**src/rtl/cla_pkg.sv**
```systemverilog
// cla_pkg: slice width and the per-stage pipeline record shared by the subtractor pipeline
package cla_pkg;
  localparam int SLICE_W = 4;
  localparam int MAX_W = 64;
  typedef struct packed {
    logic             valid;
    logic             carry;
    logic [MAX_W-1:0] a;
    logic [MAX_W-1:0] b;
    logic [MAX_W-1:0] diff;
  } stage_t;
endpackage

```
**src/rtl/cla4_slice.sv**
```systemverilog
// cla4_slice: combinational 4-bit carry-lookahead adder slice with group propagate/generate
module cla4_slice
  import cla_pkg::*;
(
  input  logic [SLICE_W-1:0] a,
  input  logic [SLICE_W-1:0] b,
  input  logic               cin,
  output logic [SLICE_W-1:0] sum,
  output logic               cout,
  output logic               grp_p,
  output logic               grp_g
);
  logic [SLICE_W-1:0] p;
  logic [SLICE_W-1:0] g;
  logic [SLICE_W-1:0] c;
  always_comb begin
    p = a ^ b;
    g = a & b;
    c[0] = cin;
    c[1] = g[0] | (p[0] & cin);
    c[2] = g[1] | (p[1] & g[0]) | (p[1] & p[0] & cin);
    c[3] = g[2] | (p[2] & g[1]) | (p[2] & p[1] & g[0]) | (p[2] & p[1] & p[0] & cin);
    grp_p = &p;
    grp_g = g[3] | (p[3] & g[2]) | (p[3] & p[2] & g[1]) | (p[3] & p[2] & p[1] & g[0]);
    cout = grp_g | (grp_p & cin);
    sum = p ^ c;
  end
endmodule

```
**src/rtl/cla_sub16_pipe.sv**
```systemverilog
// cla_sub16_pipe: pipelined lookahead subtractor, one 4-bit slice per stage with skew/de-skew records
module cla_sub16_pipe
  import cla_pkg::*;
#(
  parameter int WIDTH = 16
) (
  input  logic             clk,
  input  logic             rst_n,
  input  logic             in_valid,
  output logic             in_ready,
  input  logic [WIDTH-1:0] a,
  input  logic [WIDTH-1:0] b,
  input  logic             bin,
  output logic             out_valid,
  input  logic             out_ready,
  output logic [WIDTH-1:0] diff,
  output logic             bout,
  output logic             ovf,
  output logic             zero
);
  localparam int STAGES = WIDTH / SLICE_W;
  stage_t st_q [STAGES];
  stage_t st_d [STAGES];
  logic   adv;
  assign adv = !st_q[STAGES-1].valid || out_ready;
  assign in_ready = adv;
  genvar s;
  generate
    for (s = 0; s < STAGES; s++) begin : g_st
      stage_t             src;
      stage_t             nxt;
      logic [SLICE_W-1:0] sum;
      logic               co;
      logic               gp;
      logic               gg;
      if (s == 0) begin : g_head
        // Idle cycles enter as all-zero bubbles so input pins never reach state.
        always_comb begin
          src = '0;
          src.valid = in_valid;
          src.carry = in_valid & ~bin;
          src.a[WIDTH-1:0] = in_valid ? a : '0;
          src.b[WIDTH-1:0] = in_valid ? b : '0;
        end
      end else begin : g_body
        assign src = st_q[s-1];
      end
      cla4_slice u_slice (
        .a     (src.a[s*SLICE_W +: SLICE_W]),
        .b     (~src.b[s*SLICE_W +: SLICE_W]),
        .cin   (src.carry),
        .sum   (sum),
        .cout  (co),
        .grp_p (gp),
        .grp_g (gg)
      );
      always_comb begin
        nxt = src;
        nxt.carry = co;
        nxt.diff[s*SLICE_W +: SLICE_W] = sum;
        assert (co == (gg | (gp & src.carry)));
      end
      assign st_d[s] = nxt;
    end
  endgenerate
  always_ff @(posedge clk or negedge rst_n) begin
    if (!rst_n) st_q <= '{default: '0};
    else if (adv) st_q <= st_d;
  end
  assign out_valid = st_q[STAGES-1].valid;
  assign diff = st_q[STAGES-1].diff[WIDTH-1:0];
  assign bout = st_q[STAGES-1].valid & ~st_q[STAGES-1].carry;
  assign zero = st_q[STAGES-1].valid & ~|st_q[STAGES-1].diff[WIDTH-1:0];
  assign ovf = st_q[STAGES-1].valid
             & (st_q[STAGES-1].a[WIDTH-1] ^ st_q[STAGES-1].b[WIDTH-1])
             & (st_q[STAGES-1].diff[WIDTH-1] ^ st_q[STAGES-1].a[WIDTH-1]);
endmodule
```
**config.mk**
```make
export PLATFORM = sky130hd
export DESIGN_NAME = cla_sub16_pipe
export DESIGN_NICKNAME = d
export VERILOG_FILES = /design/src/rtl/cla_pkg.sv /design/src/rtl/cla4_slice.sv /design/src/rtl/cla_sub16_pipe.sv
export SDC_FILE = /design/constraint.sdc
export NUM_CORES = 1
export LEC_CHECK = 0
export ABC_AREA = 1
export ABC_CLOCK_PERIOD_IN_PS = 1500
export BUFFER_PORTS_ARGS = -buffer_cell sky130_fd_sc_hd__buf_2
export CORE_MARGIN = 2
export CORE_UTILIZATION = 55
export DETAILED_ROUTE_END_ITERATION = 16
export PLACE_DENSITY = 0.86
export SYNTH_ARGS = -nofsm -noshare
export SYNTH_HDL_FRONTEND = slang
export SYNTH_HIERARCHICAL = 1
export SYNTH_SLANG_ARGS = --single-unit
export TNS_END_PERCENT = 20
```
**constraint.sdc**
```tcl
create_clock -name clk -period 1.5 [get_ports clk]
set_input_delay 0.075 -clock clk [delete_from_list [all_inputs] [get_ports clk]]
set_output_delay 0.075 -clock clk [all_outputs]
set_load 0.02 [all_outputs]
```
==> results of run 1 <==
## flip-flops by register name, summed over array words and instances (netlist names)
signal / flops
st_q: 3
g_st.nxt: 75
diff: 16
out_valid: 1
g_st.src: 3
## stage by stage
step | TNS, ns | power, mW | setup WS (ns)
floorplan | 0 | 8.11 | 0.0243
global placement | 0 | 8.77 | 0.118
detailed placement | 0 | 9.11 | 0.0577
CTS | 0 | 10.9 | 0.0000105
global route | -0.201 | 12.1 | -0.0956
finish | 0 | 11.2 | 0.00497
## critical path: stages (launching register included)
cell     delay (ns)
dfrtp_1        0.40
nor2_1         0.10
nand2_1        0.07
nor2_2         0.14
nand2_1        0.08
nor2_2         0.13
buf_6          0.13
## how the worst max path moves through the flow
| stage | endpoint | depth (start not counted) |
|---|---|---|
| final | zero | 6 |
| after global routing | zero | 6 |
| after CTS | zero | 5 |
| after detailed placement | g_st[1].nxt[2]$_DFFE_PN0P_ | 12 |
| after global placement | g_st[1].src[192]$_DFFE_PN0P_ | 10 |
| after floorplan | g_st[1].nxt[3]$_DFFE_PN0P_ | 11 |
## layer usage
layer,up-vias,part of all wire (%)
met5,-,0
met4,0,1.8
met3,17,6.2
met2,168,50
met1,1924,42
li1,1993,-
## cell type report
| cell class | instances | area [um^2] | area share, % |
|---|---|---|---|
| Clock buffer | 11 | 141 | 2.46 |
| Clock inverter | 5 | 53.8 | 0.938 |
| Multi-Input combinational cell | 383 | 1950 | 33.9 |
| Tap cell | 108 | 135 | 2.36 |
| Sequential cell | 98 | 2450 | 42.7 |
| Timing Repair Buffer | 100 | 742 | 12.9 |
| Inverter | 70 | 265 | 4.62 |
## placed cells by master (no fill, tap or decap), types with 5 or more instances in the layout
cell and count:
nand2_1 161, dfrtp_1 98, nand3_1 85, inv_1 66, buf_2 55, nor2_1 34
o21ai_0 29, dlygate4sd3_1 25, a21oi_1 23, buf_4 14, ha_1 12, clkbuf_8 10
o21ai_1 6, nand4_1 5, nor2_2 5, buf_12 5
## power by group through the flow
| stage | Clock (mW) | Combinational [mW] | Sequential, mW |
|---|---|---|---|
| finish | 1.70 | 5.12 | 4.36 |
| global route | 1.83 | 5.78 | 4.49 |
| floorplan | 0 | 3.90 | 4.20 |
| CTS | 1.72 | 4.90 | 4.33 |
| detailed placement | 0 | 4.74 | 4.37 |
| global placement | 0 | 4.47 | 4.31 |
## repair_timing
action	CTS	global route
gates resized for setup	4	10
endpoints found under the hold margin	81	0
hold buffers	25	0
setup buffers	2	2
setup endpoints to repair	1	8
pin swaps	0	1
==> impl_metrics.env, run 1 <==
export IMPL_detail_route_first_pass_iterations=5
export IMPL_start_util_pct=56.6
export IMPL_vias=4102
export IMPL_power_density_mw_per_mm2=1950
export IMPL_grt_pass1_wl_um=18000
export IMPL_area_delta_synth_final_pct=16.8
export IMPL_numClockSinks=98
export IMPL_holdCritStartpoint="out_ready"
export IMPL_combPwrFrac_pct=45.8
export IMPL_syn_area_mm2=0.00491
export IMPL_fin_util_pct=66.1
export IMPL_dr_first_iter_drc_count=279
export IMPL_layout_min_cycle_time_ns=1.50
export IMPL_crit_fanout=3
export IMPL_maxSlewHeadroom_pct=72.0
export IMPL_crit_path_start="diff[6]$_DFFE_PN0P_"
export IMPL_tightest_slew_ns=0.420
export IMPL_drt_wirelength_per_cell_um=13.6
export IMPL_clockPowerShare_pct=15.2
export IMPL_avgSynthCellArea_um2=8.24
export IMPL_max_freq_mhz=669
export IMPL_grt_pass1_vias=4104
export IMPL_cts_buffers_inserted=9
export IMPL_rsz0062_at_grt="yes"
export IMPL_intPower_mw=6.51
export IMPL_leakage_nw=3.12
export IMPL_dpl_cell_area_mm2=0.00520
export IMPL_place_gp_congestion=0.904
export IMPL_yosysWarnings=6
export IMPL_clk_path_buf_depth=2
export IMPL_dp_hpwl_um=6940
export IMPL_fillers=706
export IMPL_finalNonFillerCells=775
export IMPL_start_kind="register"
export IMPL_postLayoutCellArea_mm2=0.00574
export IMPL_syn_nets=653
export IMPL_maxCapViolations=0
export IMPL_end_kind="primary output"
export IMPL_antenna_left=0
export IMPL_htreeDepth=3
export IMPL_final_nets=719
export IMPL_hp_class="input port to register"
export IMPL_r2r_cells=10
export IMPL_switchingPower_mw=4.67
export IMPL_status="complete, no violations"
export IMPL_drcViolationCount=0
export IMPL_busiest_layer="met2"
export IMPL_drt_wl_total_um=10600
export IMPL_crit_type="register to primary output"
export IMPL_r2r_start="g_st[1].nxt[69]$_DFFE_PN0P_"
export IMPL_whs_ns=0.0960
export IMPL_die_area_mm2=0.00970
export IMPL_skew_ns=0.0103
export IMPL_track_usage_pct=22.8
export IMPL_hold_depth=4
export IMPL_port_buffers=57
export IMPL_min_period_over_period_pct=99.7
export IMPL_boundaryPins=58
export IMPL_vdd_ir_drop_max_uv=727
export IMPL_rows=34
export IMPL_r2r_end="g_st[2].nxt[6]$_DFFE_PN0P_"
export IMPL_met3_usage_pct=3.97
export IMPL_power_share_sequential_pct=39.0
export IMPL_report_final_slew_viol_count=0
export IMPL_r2r_setup_slack_ns=0.02
export IMPL_hold_viol=0
export IMPL_path_clk_slew_ns=0.09
export IMPL_viasPerCell=5.29
export IMPL_clk_latency_ns=0.36
export IMPL_core_mm2=0.00868
export IMPL_clock_tree_root_cell="clkbuf_8"
export IMPL_antenna_cells=0
export IMPL_grt_max_degree=58
export IMPL_cp_required_ns=1.42
export IMPL_synth_cells=596
export IMPL_die_w_um=98.5
export IMPL_hold_end="g_st[1].nxt[133]$_DFFE_PN0P_"
export IMPL_crit_arrival_ns=1.42
export IMPL_antenna_found_initial=0
export IMPL_layout_drive_gt1_share_pct=15.7
export IMPL_die_y_um=98.5
export IMPL_p_sw_share_pct=41.7
export IMPL_setup_viol=0
export IMPL_use_met1_pct=29.2
export IMPL_grt_ovfl_total=0
export IMPL_place_inst=730
export IMPL_use_met2_pct=38.6
export IMPL_cts_tree="built"
Power figures use the tool's default switching activity.
==> inputs of run 2 (changes only) <==
- CORE_UTILIZATION: 55 -> 33
- PLACE_DENSITY: 0.86 -> 0.6
==> impl_metrics.env, run 2 (synthesis gave the netlist of run 1 again) <==
export IMPL_rows=44
export IMPL_p_sw_share_pct=39.7
export IMPL_skew_ns=0.00658
export IMPL_leakage_nw=3.14
export IMPL_tightest_slew_ns=0.479
export IMPL_place_inst=808
export IMPL_crit_path_start="diff[10]$_DFFE_PN0P_"
export IMPL_layout_drive_gt1_share_pct=15.5
export IMPL_cp_required_ns=1.42
export IMPL_hold_viol=0
export IMPL_whs_ns=0.0167
export IMPL_intPower_mw=6.80
export IMPL_fillers=1502
export IMPL_min_period_over_period_pct=97.3
export IMPL_max_freq_mhz=685
export IMPL_port_buffers=57
export IMPL_multiInputGateArea_mm2=0.00194
export IMPL_end_kind="primary output"
export IMPL_antenna_found_initial=0
export IMPL_antenna_left=0
export IMPL_clock_tree_root_cell="clkbuf_16"
export IMPL_crit_type="register to primary output"
export IMPL_track_usage_pct=13.8
export IMPL_drt_wirelength_per_cell_um=12.2
export IMPL_rsz0062_at_grt="yes"
export IMPL_numClockSinks=98
export IMPL_largest_reg_flops=75
export IMPL_finalNonFillerCells=850
export IMPL_switchingPower_mw=4.49
export IMPL_power_density_mw_per_mm2=1920
export IMPL_dr_first_iter_drc_count=316
export IMPL_regArea_mm2=0.00245
export IMPL_die_y_um=126
export IMPL_hp_class="input port to register"
export IMPL_die_area_mm2=0.0159
export IMPL_maxSlewHeadroom_pct=68.0
export IMPL_viasPerCell=4.53
export IMPL_path_clk_slew_ns=0.06
export IMPL_boundaryPins=58
export IMPL_report_final_slew_viol_count=0
export IMPL_r2r_start="g_st[3].nxt[77]$_DFFE_PN0P_"
export IMPL_final_cell_mix="nand2_1 (160), dfrtp_1 (97), nand3_1 (85)"
export IMPL_die_w_um=126
export IMPL_antenna_cells=0
export IMPL_setup_viol=0
export IMPL_core_mm2=0.0145
export IMPL_maxCapViolations=0
export IMPL_fin_util_pct=40.5
export IMPL_grt_max_degree=84
export IMPL_htreeDepth=3
export IMPL_layout_min_cycle_time_ns=1.46
export IMPL_grt_pass1_vias=3716
export IMPL_setup_ws_ns=0.0404
export IMPL_power_mw=11.3
export IMPL_drt_wl_total_um=10400
export IMPL_detail_route_first_pass_iterations=4
export IMPL_start_util_pct=33.8
export IMPL_start_kind="register"
export IMPL_r2r_end="diff[14]$_DFFE_PN0P_"
export IMPL_final_common_cell="nand2_1"
export IMPL_vdd_ir_drop_max_uv=709
export IMPL_combPwrFrac_pct=43.4
export IMPL_status="complete, no violations"
export IMPL_cts_tree="built"
export IMPL_area_delta_synth_final_pct=19.8
export IMPL_crit_fanout=3
export IMPL_grt_ovfl_total=0
export IMPL_clockPowerShare_pct=18.4
export IMPL_final_nets=718
export IMPL_dp_hpwl_um=7090
export IMPL_endpoint="zero"
export IMPL_drcViolationCount=0
export IMPL_cts_buffers_inserted=9
export IMPL_clk_path_buf_depth=2
export IMPL_place_gp_congestion=0.838
export IMPL_power_share_sequential_pct=38.2
export IMPL_r2r_setup_slack_ns=0.10
export IMPL_place_ws_ns=0.0689
export IMPL_crit_arrival_ns=1.38
export IMPL_grt_pass1_wl_um=17700
export IMPL_vias=3854
export IMPL_r2r_cells=10
export IMPL_clk_latency_ns=0.34
-- run 2: cell types whose count changed in the layout (fill, tap and decap cells not counted), moves of 2 or more --
cell,previous run,this run
inv_2,3,0
clkbuf_16,0,9
buf_12,5,3
inv_1,66,69
clkbuf_1,1,3
clkbuf_8,10,1
-- run 2: worst min path at each step --
stage | to | from | slack (ns) | cells after the start
after CTS | g_st[1].nxt[76]$_DFFE_PN0P_ | b[12] | 0.01 | 3
after global placement | g_st[1].nxt[143]$_DFFE_PN0P_ | rst_n | 0.07 | 1
final | g_st[1].nxt[76]$_DFFE_PN0P_ | b[12] | 0.02 | 3
after detailed placement | g_st[1].nxt[79]$_DFFE_PN0P_ | rst_n | 0.07 | 1
after global routing | g_st[1].nxt[76]$_DFFE_PN0P_ | b[12] | 0.03 | 3
after floorplan | diff[0]$_DFFE_PN0P_ | rst_n | -0.22 | 0
-- run 2: repair_timing --
item	in CTS	in global routing
pin swaps	0	2
setup endpoints to repair	1	8
endpoints found under the hold margin	56	0
resized for setup	7	7
buffers inserted	2	0
hold buffers	24	0
-- run 2: critical path, cell delays in order, from the launching register on --
cell and delay [ns]:
dfrtp_1 0.40, nor2_1 0.11, nand2_1 0.07, nor2_2 0.13
nand2_1 0.08, nor2_2 0.13, buf_6 0.14
-- run 2: layout make-up --
class                   count  share of cell area [%]
clock buffers              13                    4.25
clock inverters             3                   0.255
inverters                  70                    4.51
multi-input cells         383                    33.0
flip-flops and latches     98                    41.7
well taps                 184                    3.91
repair buffers             99                    12.4
-- run 2: power groups by stage --
stage | clock (mW) | sequential [mW] | combinational, mW
2_1_floorplan | 0 | 4.20 | 3.90
3_3_place_gp | 0 | 4.33 | 4.62
3_5_place_dp | 0 | 4.36 | 4.73
4_1_cts | 2.15 | 4.32 | 4.88
5_1_grt | 2.25 | 4.45 | 5.67
6_report | 2.08 | 4.32 | 4.89
-- run 2: per-layer routing --
layer | track usage (%) | vias up | routed length [um]
met1 | 19.2 | 1768 | 5030
met4 | 5.75 | 0 | 153
met2 | 20.8 | 77 | 4650
li1 | - | 1999 | -
met5 | 0 | - | 0
met3 | 3.27 | 10 | 528
-- run 2: stage by stage --
step,area [um^2],setup TNS [ns]
4_1_cts,5840,0
3_3_place_gp,5300,0
6_report,5880,0
3_5_place_dp,5300,0
2_1_floorplan,4910,0
5_1_grt,5880,-0.0453
